--- config.mk ---
export PLATFORM = sky130hd
export DESIGN_NAME = bit_op_shift_unit
export DESIGN_NICKNAME = d
export VERILOG_FILES = /design/src/rtl/bit_op_shift_unit.sv
export SDC_FILE = /design/constraint.sdc
export NUM_CORES = 1
export LEC_CHECK = 0
export CELL_PAD_IN_SITES_DETAIL_PLACEMENT = 1
export CELL_PAD_IN_SITES_GLOBAL_PLACEMENT = 1
export CORE_ASPECT_RATIO = 1.75
export CORE_MARGIN = 1.5
export CORE_UTILIZATION = 35
export CTS_BUF_LIST = sky130_fd_sc_hd__clkbuf_16
export DETAILED_ROUTE_END_ITERATION = 10
export PLACE_DENSITY = 0.91
export SYNTH_ARGS = -nofsm -noshare
export SYNTH_HDL_FRONTEND = slang
export SYNTH_SLANG_ARGS = --single-unit
--- constraint.sdc ---
create_clock -name i_clk -period 2.14 [get_ports i_clk]
set_clock_uncertainty 0.2 [all_clocks]
set_input_delay 0.428 -clock i_clk [delete_from_list [all_inputs] [get_ports i_clk]]
set_output_delay 0.428 -clock i_clk [all_outputs]
set_load 0.02 [all_outputs]
--- src/rtl/bit_op_shift_unit.sv ---
// Multi-cycle shift/rotate unit: one bit position per clock, START/BUSY/DONE handshake.
// Programmable fill bits for logical/arithmetic shifts, carry-out of the last bit moved and a zero flag.
module bit_op_shift_unit #(
   parameter  int WIDTH = 16,
   localparam int AW    = $clog2(WIDTH)
) (
   input  logic             i_clk,
   input  logic             i_rst_n,
   input  logic             i_start,
   input  logic [1:0]       i_mode,
   input  logic [WIDTH-1:0] i_a,
   input  logic [AW-1:0]    i_amt,
   input  logic             i_fill_lo,
   input  logic             i_fill_hi,
   output logic [WIDTH-1:0] o_f,
   output logic             o_carry,
   output logic             o_zero,
   output logic             o_busy,
   output logic             o_done
);

   localparam logic [1:0] MODE_SHL = 2'd0;
   localparam logic [1:0] MODE_SHR = 2'd1;
   localparam logic [1:0] MODE_ROL = 2'd2;
   localparam logic [1:0] MODE_ROR = 2'd3;

   typedef enum logic [1:0] {
      S_IDLE  = 2'd0,
      S_SHIFT = 2'd1,
      S_FIN   = 2'd2
   } state_t;

   state_t           r_state;
   state_t           w_nextState;
   logic [WIDTH-1:0] r_data;
   logic [AW-1:0]    r_cnt;
   logic             r_carry;
   logic [1:0]       r_mode;
   logic             r_fillLo;
   logic             r_fillHi;
   logic [WIDTH-1:0] w_stepData;
   logic             w_stepCarry;
   logic             w_accept;

   assign w_accept = (r_state == S_IDLE) && i_start;

   always_ff @(posedge i_clk or negedge i_rst_n) begin
      if (!i_rst_n) begin
         r_state <= S_IDLE;
      end else begin
         r_state <= w_nextState;
      end
   end

   // The remaining-count test uses the value before this edge's decrement.
   always_comb begin
      w_nextState = r_state;
      case (r_state)
         S_IDLE: begin
            if (i_start) begin
               w_nextState = (i_amt == '0) ? S_FIN : S_SHIFT;
            end
         end
         S_SHIFT: begin
            if (r_cnt == AW'(1)) begin
               w_nextState = S_FIN;
            end
         end
         S_FIN: begin
            w_nextState = S_IDLE;
         end
         default: begin
            w_nextState = S_IDLE;
         end
      endcase
   end

   always_comb begin
      o_busy = (r_state != S_IDLE);
      o_done = (r_state == S_FIN);
   end

   always_comb begin
      w_stepData  = r_data;
      w_stepCarry = 1'b0;
      case (r_mode)
         MODE_SHL: begin
            w_stepData  = {r_data[WIDTH-2:0], r_fillLo};
            w_stepCarry = r_data[WIDTH-1];
         end
         MODE_SHR: begin
            w_stepData  = {r_fillHi, r_data[WIDTH-1:1]};
            w_stepCarry = r_data[0];
         end
         MODE_ROL: begin
            w_stepData  = {r_data[WIDTH-2:0], r_data[WIDTH-1]};
            w_stepCarry = r_data[WIDTH-1];
         end
         MODE_ROR: begin
            w_stepData  = {r_data[0], r_data[WIDTH-1:1]};
            w_stepCarry = r_data[0];
         end
         default: begin
            w_stepData  = r_data;
            w_stepCarry = 1'b0;
         end
      endcase
   end

   // Result and carry hold after FIN until the next accepted request.
   always_ff @(posedge i_clk or negedge i_rst_n) begin
      if (!i_rst_n) begin
         r_data   <= '0;
         r_cnt    <= '0;
         r_carry  <= 1'b0;
         r_mode   <= 2'd0;
         r_fillLo <= 1'b0;
         r_fillHi <= 1'b0;
      end else if (w_accept) begin
         r_data   <= i_a;
         r_cnt    <= i_amt;
         r_carry  <= 1'b0;
         r_mode   <= i_mode;
         r_fillLo <= i_fill_lo;
         r_fillHi <= i_fill_hi;
      end else if (r_state == S_SHIFT) begin
         r_data  <= w_stepData;
         r_cnt   <= r_cnt - AW'(1);
         r_carry <= w_stepCarry;
      end
   end

   assign o_f     = r_data;
   assign o_carry = r_carry;
   assign o_zero  = (r_data == '0);

endmodule

==> reports/metrics.csv <==
stage,metric,value,unit
run_status,status,"complete, no violations",
drt,total number of vias,1417,
finish,Finished Layout Cells,264,
sta,# setup viols final,0,
sta,RSZ-0062 raised after global routing,no,
worst_setup_path,WS Path Type,flip-flop to output pin,
die,die area,4879,sq um
yosys,"flops & latches, synth",27,
drt,DRT iter0 DRCs,16,
clocking,Num Clock Sinks,27,
finish,Antenna diodes,0,
yosys,fraction of registers with async set/reset,1.000,
worst_setup_path,peak fanout along the critical path,5,
worst_setup_path,worst-path cell chain,"buf_4, clkdlybuf4s50_1",
die,row count,32,
grt,total gr overflow,0,
finish,synthesis-to-layout area growth,46.79,%
clocking,CTS tree,done,
clocking,Worst-Skew Late Latency,0.26,ns
yosys,post-synthesis compound-gate area fraction,0.1172,
yosys,XOR/XNOR Fraction of Synth Area,0.005618,
pwr,total power,3.543,mW
job,number of max-cap violations,0,
drt,DRC,0,
clocking,cts bufs inserted,3,
worst_setup_path,"slowest stage cell, crit path",clkdlybuf4s50_1,
die,total core area,4324,sq um
yosys,mux cell area share after synthesis,0.2400,
die,Initial Util,0.3605,
yosys,Synth Instances,150,
place,routability cong.,0.7884,
sta,Max Fclk,0.4915,GHz
die,Die Span X,53.45,um
finish,Fill cells,490,
worst_setup_path,crit path DAT,1.41,ns
drt,post-DR vias/cell,5.367,
yosys,combinational family with the most area after synthesis,multiplexers,
clocking,number of post-CTS setup repair buffers,0,
grt,Total GRT Usage,0.2204,
sta,fraction of the cycle the final worst path needs,0.9508,
worst_setup_path,CP Capture Type,output pin,
sta,minimum clock period,2.035,ns
yosys,cell area after synthesis,1559,sq um
yosys,"Net Count, Synth",179,
finish,multi-input logic area,803.3,sq um
grt,vias in the first global route,1598,
yosys,synth warn,0,
sta,slew margin rel.,0.4348,
grt,initial antenna violation count,0,
yosys,Post-synth EDFFs,0,
drt,drt first pass iters,4,
drt,DRT Wirelength,4.746,mm
worst_setup_path,"Req. time, crit path",1.51,ns
sta,final worst slack,0.1052,ns
sta,Hold Slack,0.3109,ns
sta,Tightest Pin Transition,0.8477,ns
sta,final hold viol count,0,
sta,TNS Setup,0,ns
worst_setup_path,critical path's largest stage delay,0.61,ns
worst_setup_path,critical path buffer and inverter count,2,
grt,largest net degree at the start of global routing,29,
finish,area occupied by registers,675.6,sq um
finish,share of cells above drive strength 1,0.2254,
place,hpwl dp,3.462,mm
yosys,"Primary FF master, synth",dfrtp_1,
pwr,peak supply drop,0.9238,mV
yosys,syn avg cell area,10.39,sq um
place,placed cell count,260,
die,IO Count,47,
sta,count of pins over their slew limit,0,
yosys,top-area cell type share of the netlist area,0.4334,
finish,fin nets,243,
clocking,Clock Pin Slew Worst Setup and Hold Paths,0.07,ns
worst_setup_path,"delay-heaviest family, CP",buffers and inverters,
yosys,share of the yosys chip area belonging to registers,0.4334,
worst_hold_path,Tightest Hold Check Type,flip-flop to flip-flop,
yosys,Synth area leaders,"dfrtp_1 43%, mux2_2 14%, mux2i_1 10%",
yosys,adder-cell area share of the yosys netlist,0.01605,
drt,ANT nets after route,0,
drt,Wirelength per Cell,17.98,um
finish,"commonest non-fill, non-tap cell in the layout",clkdlybuf4s50_1,
place,Setup Slack @ Placement,0.005393,ns
pwr,Power per Cell Area,1548,nW/um^2
clocking,H-Tree Depth,1,
clocking,CTS Root Cell,clkbuf_16,
finish,most frequent cells in the layout,"43 x clkdlybuf4s50_1, 27 x dfrtp_1, 21 x buf_4, 19 x mux2_2, 17 x nand2_1",
grt,global-route wire length before repair,7.872,mm
die,Die Y,91.29,um
yosys,cell taking the most area after synthesis,dfrtp_1,
yosys,Synth Area in Simple Gates,0.1340,
worst_setup_path,Startpoint Class,flip-flop,
pwr,leak pwr,1.057,nW
yosys,library cells used by synthesis,32,
clocking,Longest Clk Path Bufs,2,
place,Port Buffers,46,
[synthesized netlist by cell type (3+ instances only)]
cell      count
nor2_1        8
dfrtp_1      27
inv_1         3
a21oi_1       4
nand2_1      17
mux2i_1      16
nor3b_1       3
nor4_1        5
mux2_2       19
o21ai_1      12
o22a_1        3
buf_2         3
o21ai_0       3
clkbuf_1      4
[repair_timing]
item	4_1_cts	5_1_grt
setup endpoints to repair	2	2
hold buffers	0	0
gates resized for setup	3	2
pin swaps	0	0
[layout make-up]
type / count / area share
clock buffers: 3 / 0.03280
clock inverters: 1 / 0.002187
inverters: 3 / 0.004921
multi-input cells: 110 / 0.3510
flip-flops and latches: 27 / 0.2952
well taps: 51 / 0.02788
repair buffers: 69 / 0.2859
[path summary, 6_finish.rpt]
check	start	to	slack (ns)	depth (start not counted)
max	o_f[0]	o_f[0]	0.11	2
min	r_fillHi	r_fillHi	0.31	1
max reg2reg	r_mode[0]	o_f[12]	0.24	3
min reg2reg	r_fillHi	r_fillHi	0.31	1
max in group asynchronous	i_rst_n	o_f[9]	1.12	2
min in group asynchronous	i_rst_n	r_cnt[1]	0.35	2
[cells by family (layout without fill, tap and decap cells)]
family / count (synthesis) / after routing
xor+xnor: 1 / 1
fa+ha+maj: 2 / 2
compound gates: 30 / 30
mux: 35 / 35
flops: 27 / 27
buf+inv: 13 / 76
simple gates: 42 / 42
[sequential cells by signal, summed over array words and instances, names as in the netlist]
signal / cells
r_mode: 2
r_fillLo: 1
o_carry: 1
r_state: 2
r_fillHi: 1
r_cnt: 4
o_f: 16
[layer usage]
metal | routed length [um] | share of wire | track usage
met2 | 2658 | 0.56 | 0.3940
met5 | 0 | 0 | 0
met4 | 126 | 0.027 | 0.08547
met3 | 134 | 0.028 | 0.01809
met1 | 1827 | 0.38 | 0.2572
[per-stage QoR]
step	utilization	instance area, sq um
floorplan	-	1559
global placement	0.5116	2212
detailed placement	0.5116	2212
CTS	0.5298	2291
global route	0.5292	2288
finish	0.5292	2288
[worst register-to-register path: stages (launching register included)]
cell	delay, ns
dfrtp_1	0.90
mux2_2	0.42
mux2i_1	0.17
o21ai_1	0.10
[power by group]
group,internal [mW],total [mW],switching [mW]
registers,0.763,1.00,0.238
clock network,0.253,0.435,0.183
logic,1.11,2.11,0.993
total,2.13,3.54,1.41
No activity file was read; power rests on OpenSTA's default activity.
